$ cat src/rtl/wave_rom_reader.sv
// rtl/wave_rom_reader.sv - tagged fetch sequencer for the IC5/IC6/IC7 wave-sample ROM set (optional ROM_READ_CACHE_EN last-word cache)
module wave_rom_reader #(
    parameter int ADDR_W      = 18,
    parameter int TAG_W       = 5,
    parameter int WAIT_CYCLES = 2
) (
    input  logic              clk,
    input  logic              rst,
    input  logic              req_valid,
    output logic              req_ready,
    input  logic [ADDR_W-1:0] req_addr,
    input  logic [TAG_W-1:0]  req_tag,
    output logic              rsp_valid,
    input  logic              rsp_ready,
    output logic [23:0]       rsp_data,
    output logic [TAG_W-1:0]  rsp_tag,
    output logic [ADDR_W-1:0] rom_addr,
    output logic              rom_cs,
    input  logic [7:0]        rom_data_5,
    input  logic [7:0]        rom_data_6,
    input  logic [7:0]        rom_data_7
);

    typedef enum logic [1:0] {
        IDLE,
        ACCESS,
        RESP
    } state_t;

    // Counter is loaded with WAIT_CYCLES-1 so the sample edge lands WAIT_CYCLES edges after accept
    localparam logic [3:0] CNT_INIT = 4'(WAIT_CYCLES - 1);

    state_t            state;
    logic [3:0]        cnt;
    logic [TAG_W-1:0]  tag_q;
    logic              cache_hit;

`ifdef ROM_READ_CACHE_EN
    logic [ADDR_W-1:0] cache_addr;
    logic [23:0]       cache_data;
    logic              cache_vld;

    // A hit needs a valid entry holding exactly the requested address
    assign cache_hit = cache_vld && (req_addr == cache_addr);
`else
    assign cache_hit = 1'b0;
`endif

    // Request/access/response sequencer; all outputs are registered
    always_ff @(posedge clk) begin
        if (rst) begin
            state     <= IDLE;
            req_ready <= 1'b0;
            rsp_valid <= 1'b0;
            rsp_data  <= '0;
            rsp_tag   <= '0;
            rom_addr  <= '0;
            rom_cs    <= 1'b0;
            cnt       <= '0;
            tag_q     <= '0;
`ifdef ROM_READ_CACHE_EN
            cache_addr <= '0;
            cache_data <= '0;
            cache_vld  <= 1'b0;
`endif
        end else begin
            case (state)
                IDLE: begin
                    if (req_valid && req_ready) begin
                        req_ready <= 1'b0;
                        if (cache_hit) begin
`ifdef ROM_READ_CACHE_EN
                            // Hit skips the ROM entirely: bus and chip select untouched
                            rsp_data  <= cache_data;
`endif
                            rsp_tag   <= req_tag;
                            rsp_valid <= 1'b1;
                            state     <= RESP;
                        end else begin
                            rom_addr <= req_addr;
                            rom_cs   <= 1'b1;
                            tag_q    <= req_tag;
                            cnt      <= CNT_INIT;
                            state    <= ACCESS;
                        end
                    end else begin
                        req_ready <= 1'b1;
                    end
                end
                ACCESS: begin
                    if (cnt == 4'd0) begin
                        rsp_data  <= {rom_data_7, rom_data_6, rom_data_5};
                        rsp_tag   <= tag_q;
                        rsp_valid <= 1'b1;
                        rom_cs    <= 1'b0;
                        state     <= RESP;
`ifdef ROM_READ_CACHE_EN
                        cache_addr <= rom_addr;
                        cache_data <= {rom_data_7, rom_data_6, rom_data_5};
                        cache_vld  <= 1'b1;
`endif
                    end else begin
                        cnt <= cnt - 4'd1;
                    end
                end
                RESP: begin
                    // Response held until the consumer takes it; a waiting request goes next cycle
                    if (rsp_ready) begin
                        rsp_valid <= 1'b0;
                        req_ready <= 1'b1;
                        state     <= IDLE;
                    end
                end
                default: begin
                    state     <= IDLE;
                    req_ready <= 1'b0;
                    rsp_valid <= 1'b0;
                    rom_cs    <= 1'b0;
                end
            endcase
        end
    end

endmodule

$ cat config.mk
export PLATFORM = sky130hd
export DESIGN_NAME = wave_rom_reader
export DESIGN_NICKNAME = d
export VERILOG_FILES = /design/src/rtl/wave_rom_reader.sv
export SDC_FILE = /design/constraint.sdc
export NUM_CORES = 1
export LEC_CHECK = 0
export CELL_PAD_IN_SITES_DETAIL_PLACEMENT = 2
export CELL_PAD_IN_SITES_GLOBAL_PLACEMENT = 2
export CORE_MARGIN = 2
export CORE_UTILIZATION = 36
export DETAILED_ROUTE_END_ITERATION = 10
export DONT_BUFFER_PORTS = 1
export PLACE_DENSITY_LB_ADDON = 0.1
export SETUP_SLACK_MARGIN = 0.1
export SYNTH_ARGS = -nofsm -noshare
export SYNTH_HDL_FRONTEND = slang
export SYNTH_SLANG_ARGS = --single-unit
$ cat constraint.sdc
create_clock -name clk -period 3.7 [get_ports clk]
set_input_delay 0.37 -clock clk [delete_from_list [all_inputs] [get_ports clk]]
set_output_delay 0.37 -clock clk [all_outputs]
set_load 0.05 [all_outputs]
==> flow_metrics.env <==
export IMPL_outcome="completed"
export IMPL_hp_class="in2reg"
export IMPL_synth_ff_type="dfxtp_1"
export IMPL_timing_final_crit_share_pct=57.5
export IMPL_required_ns=3.97
export IMPL_drtIter0Drc=76
export IMPL_fin_skew_ns=0.00585
export IMPL_die_area_um2=7150
export IMPL_drv_slew=0
export IMPL_critPathKind="reg2reg"
export IMPL_crit_path_start_kind="register"
export IMPL_layout_drive_gt1_share_pct=7.97
export IMPL_combPwrFrac_pct=10.5
export IMPL_final_cell_mix="dfxtp_1 (61), a21oi_1 (57), nand2_1 (49), o21ai_0 (31), nand3_1 (30)"
export IMPL_postCtsSetupRepairBufs=0
export IMPL_antennaDiodeCount=0
export IMPL_syn_num_nets=336
export IMPL_fill_cells=725
export IMPL_remaining_drc_errors=0
export IMPL_grt_ovfl_total=0
export IMPL_initial_utilization_pct=37.0
export IMPL_slowest_delay_ns=0.69
export IMPL_ios=101
export IMPL_root_buffer="clkbuf_8"
export IMPL_rows=29
export IMPL_cp_slowest_cell="or4_1"
export IMPL_rsz0062_at_grt="false"
export IMPL_hpwl_um=3960
export IMPL_die_y_um=84.6
export IMPL_clkTransAtPathRegs_ns=0.07
export IMPL_fin_nets=323
export IMPL_clkPwrFrac_pct=39.3
export IMPL_worst_pin_slew_ns=1.06
export IMPL_cts_sinks=61
export IMPL_grt_use_total_pct=18.4
export IMPL_synth_area_per_cell_um2=8.23
export IMPL_synth_seq_cells=61
export IMPL_seq_area_um2=1220
export IMPL_wirelength_um=6430
export IMPL_setup_viol=0
export IMPL_finalPower_uw=1690
export IMPL_grt_pass1_vias=2131
export IMPL_ys_seq_area_share_pct=52.3
export IMPL_wl_per_cell_um=18.2
export IMPL_syn_area_um2=2340
export IMPL_ys_warn_count=0
export IMPL_min_period_ns=2.13
export IMPL_p_sw_uw=525
export IMPL_grt_max_degree=62
export IMPL_antenna_found_initial=0
export IMPL_ir_drop_mv=0.284
export IMPL_switching_share_pct=31.0
export IMPL_area_growth_pct=10.1
export IMPL_insertion_delay_ns=0.33
export IMPL_crit_chain="nand2b_1 -> or4_1 -> a21oi_1"
export IMPL_synth_cell_types=31
export IMPL_cts_resized=0
export IMPL_synth_edf_count=0
export IMPL_vias=2003
export IMPL_hold_violations=0
export IMPL_core_area_um2=6310
export IMPL_p_int_uw=1170
export IMPL_cts_hold_buf=0
export IMPL_die_x_um=84.6
export IMPL_multi_input_area_um2=988
export IMPL_fmaxAchievable_ghz=0.470
export IMPL_fin_tns_setup_ns=0
export IMPL_final_common_cell="dfxtp_1"
export IMPL_cts_buffer_depth=2
export IMPL_grt_pass1_wl_um=10500
export IMPL_power_density_nw_per_um2=659
export IMPL_numCtsBuffers=9
export IMPL_cts_tree="yes"
export IMPL_gp_congestion=0.692
export IMPL_via_per_inst=5.67
export IMPL_p_leak_uw=0.000845
export IMPL_dr_pass1_iters=4
export IMPL_ys_async_sr_fraction_pct=0
export IMPL_port_buffers=0
export IMPL_postSynthCellCount=284
export IMPL_max_cap_violations=0
export IMPL_cp_arrival_ns=2.40
export IMPL_ant_nets=0
export IMPL_h_tree_depth=3
export IMPL_seq_power_share_pct=50.2
export IMPL_end_kind="register"
export IMPL_cp_max_fo=32
export IMPL_slew_headroom_pct=29.4
## sequential cells by signal (all words and copies together), names as in the netlist
register   count
rsp_tag        5
rom_addr      18
req_ready      1
rom_cs         1
rsp_valid      1
cnt            4
rsp_data      24
tag_q          5
state          2
## logic make-up (layout without fill, tap and decap cells)
family / after synthesis / after routing / synth area share [%]
compound gates: 97 / 97 / 21.7
fa+ha+maj: 1 / 1 / 0.536
buf+inv: 31 / 23 / 6.43
flops: 61 / 61 / 52.3
simple gates: 94 / 94 / 19.1
## per-stage QoR
step | setup WS (ns) | hold WS, ns | std cells | utilization (%) | cell area, µm²
detailed placement | 1.55 | 0.446 | 337 | 37.2 | 2350
CTS | 1.50 | 0.0830 | 353 | 40.7 | 2570
global placement | 1.60 | 0.438 | 337 | 37.2 | 2350
global route | 1.34 | 0.0816 | 353 | 40.7 | 2570
floorplan | 2.25 | 0.437 | 284 | - | 2340
finish | 1.57 | 0.0983 | 353 | 40.7 | 2570
## metal layers
layer,wire length [µm],track usage (%),vias up
met5,0,0,-
met4,107,7.79,0
met3,523,6.69,9
met2,3080,29.8,68
met1,2720,22.1,973
li1,-,-,953
## power by group through the flow
stage / Clock, µW / Sequential (µW) / Combinational, µW
after floorplan: 0 / 850 / 155
after global placement: 0 / 864 / 176
after detailed placement: 0 / 866 / 182
after CTS: 689 / 852 / 183
after global routing: 714 / 857 / 205
final: 666 / 850 / 178
## worst paths after layout
kind | start | to | slack (ns) | cells after the start
setup / recovery | state[0]$_SDFFE_PP0P_ | cnt[3]$_SDFFE_PP0P_ | 1.57 | 3
hold reg to reg | tag_q[1]$_SDFFE_PP0P_ | tag_q[1]$_SDFFE_PP0P_ | 0.46 | 2
setup reg to reg | state[0]$_SDFFE_PP0P_ | cnt[3]$_SDFFE_PP0P_ | 1.57 | 3
hold / removal | rst | rsp_data[12]$_SDFFE_PP0P_ | 0.1 | 1
## critical path, delay by kind of cell, from the launching register on
kind               cells  cell delay, ns
AOI/OAI and AO/OA      1            0.13
DFF                    1            0.58
and+or+nand+nor        2            1.34
## Yosys cell counts, drive strengths merged, types with 2 or more instances
cell | number | area (µm²)
buf | 15 | 88.8
nor2 | 2 | 7.51
nor3b | 2 | 20.0
a21oi | 57 | 285
nand3 | 30 | 150
dfxtp | 61 | 1220
inv | 3 | 11.3
o21ai | 31 | 155
a31oi | 2 | 12.5
nand2 | 49 | 184
or3 | 2 | 12.5
nor2b | 3 | 18.8
a211oi | 2 | 15.0
clkbuf | 13 | 50.0
## layout make-up
cell class                 count  area share [%]
clock buffer                  12            6.03
clock inverter                 4            2.72
inverter                       3           0.438
multi-input combinational    192            38.4
sequential                    61            47.5
tap                           77            3.75
timing repair buffer           4            1.17
Power figures use the tool's default switching activity.
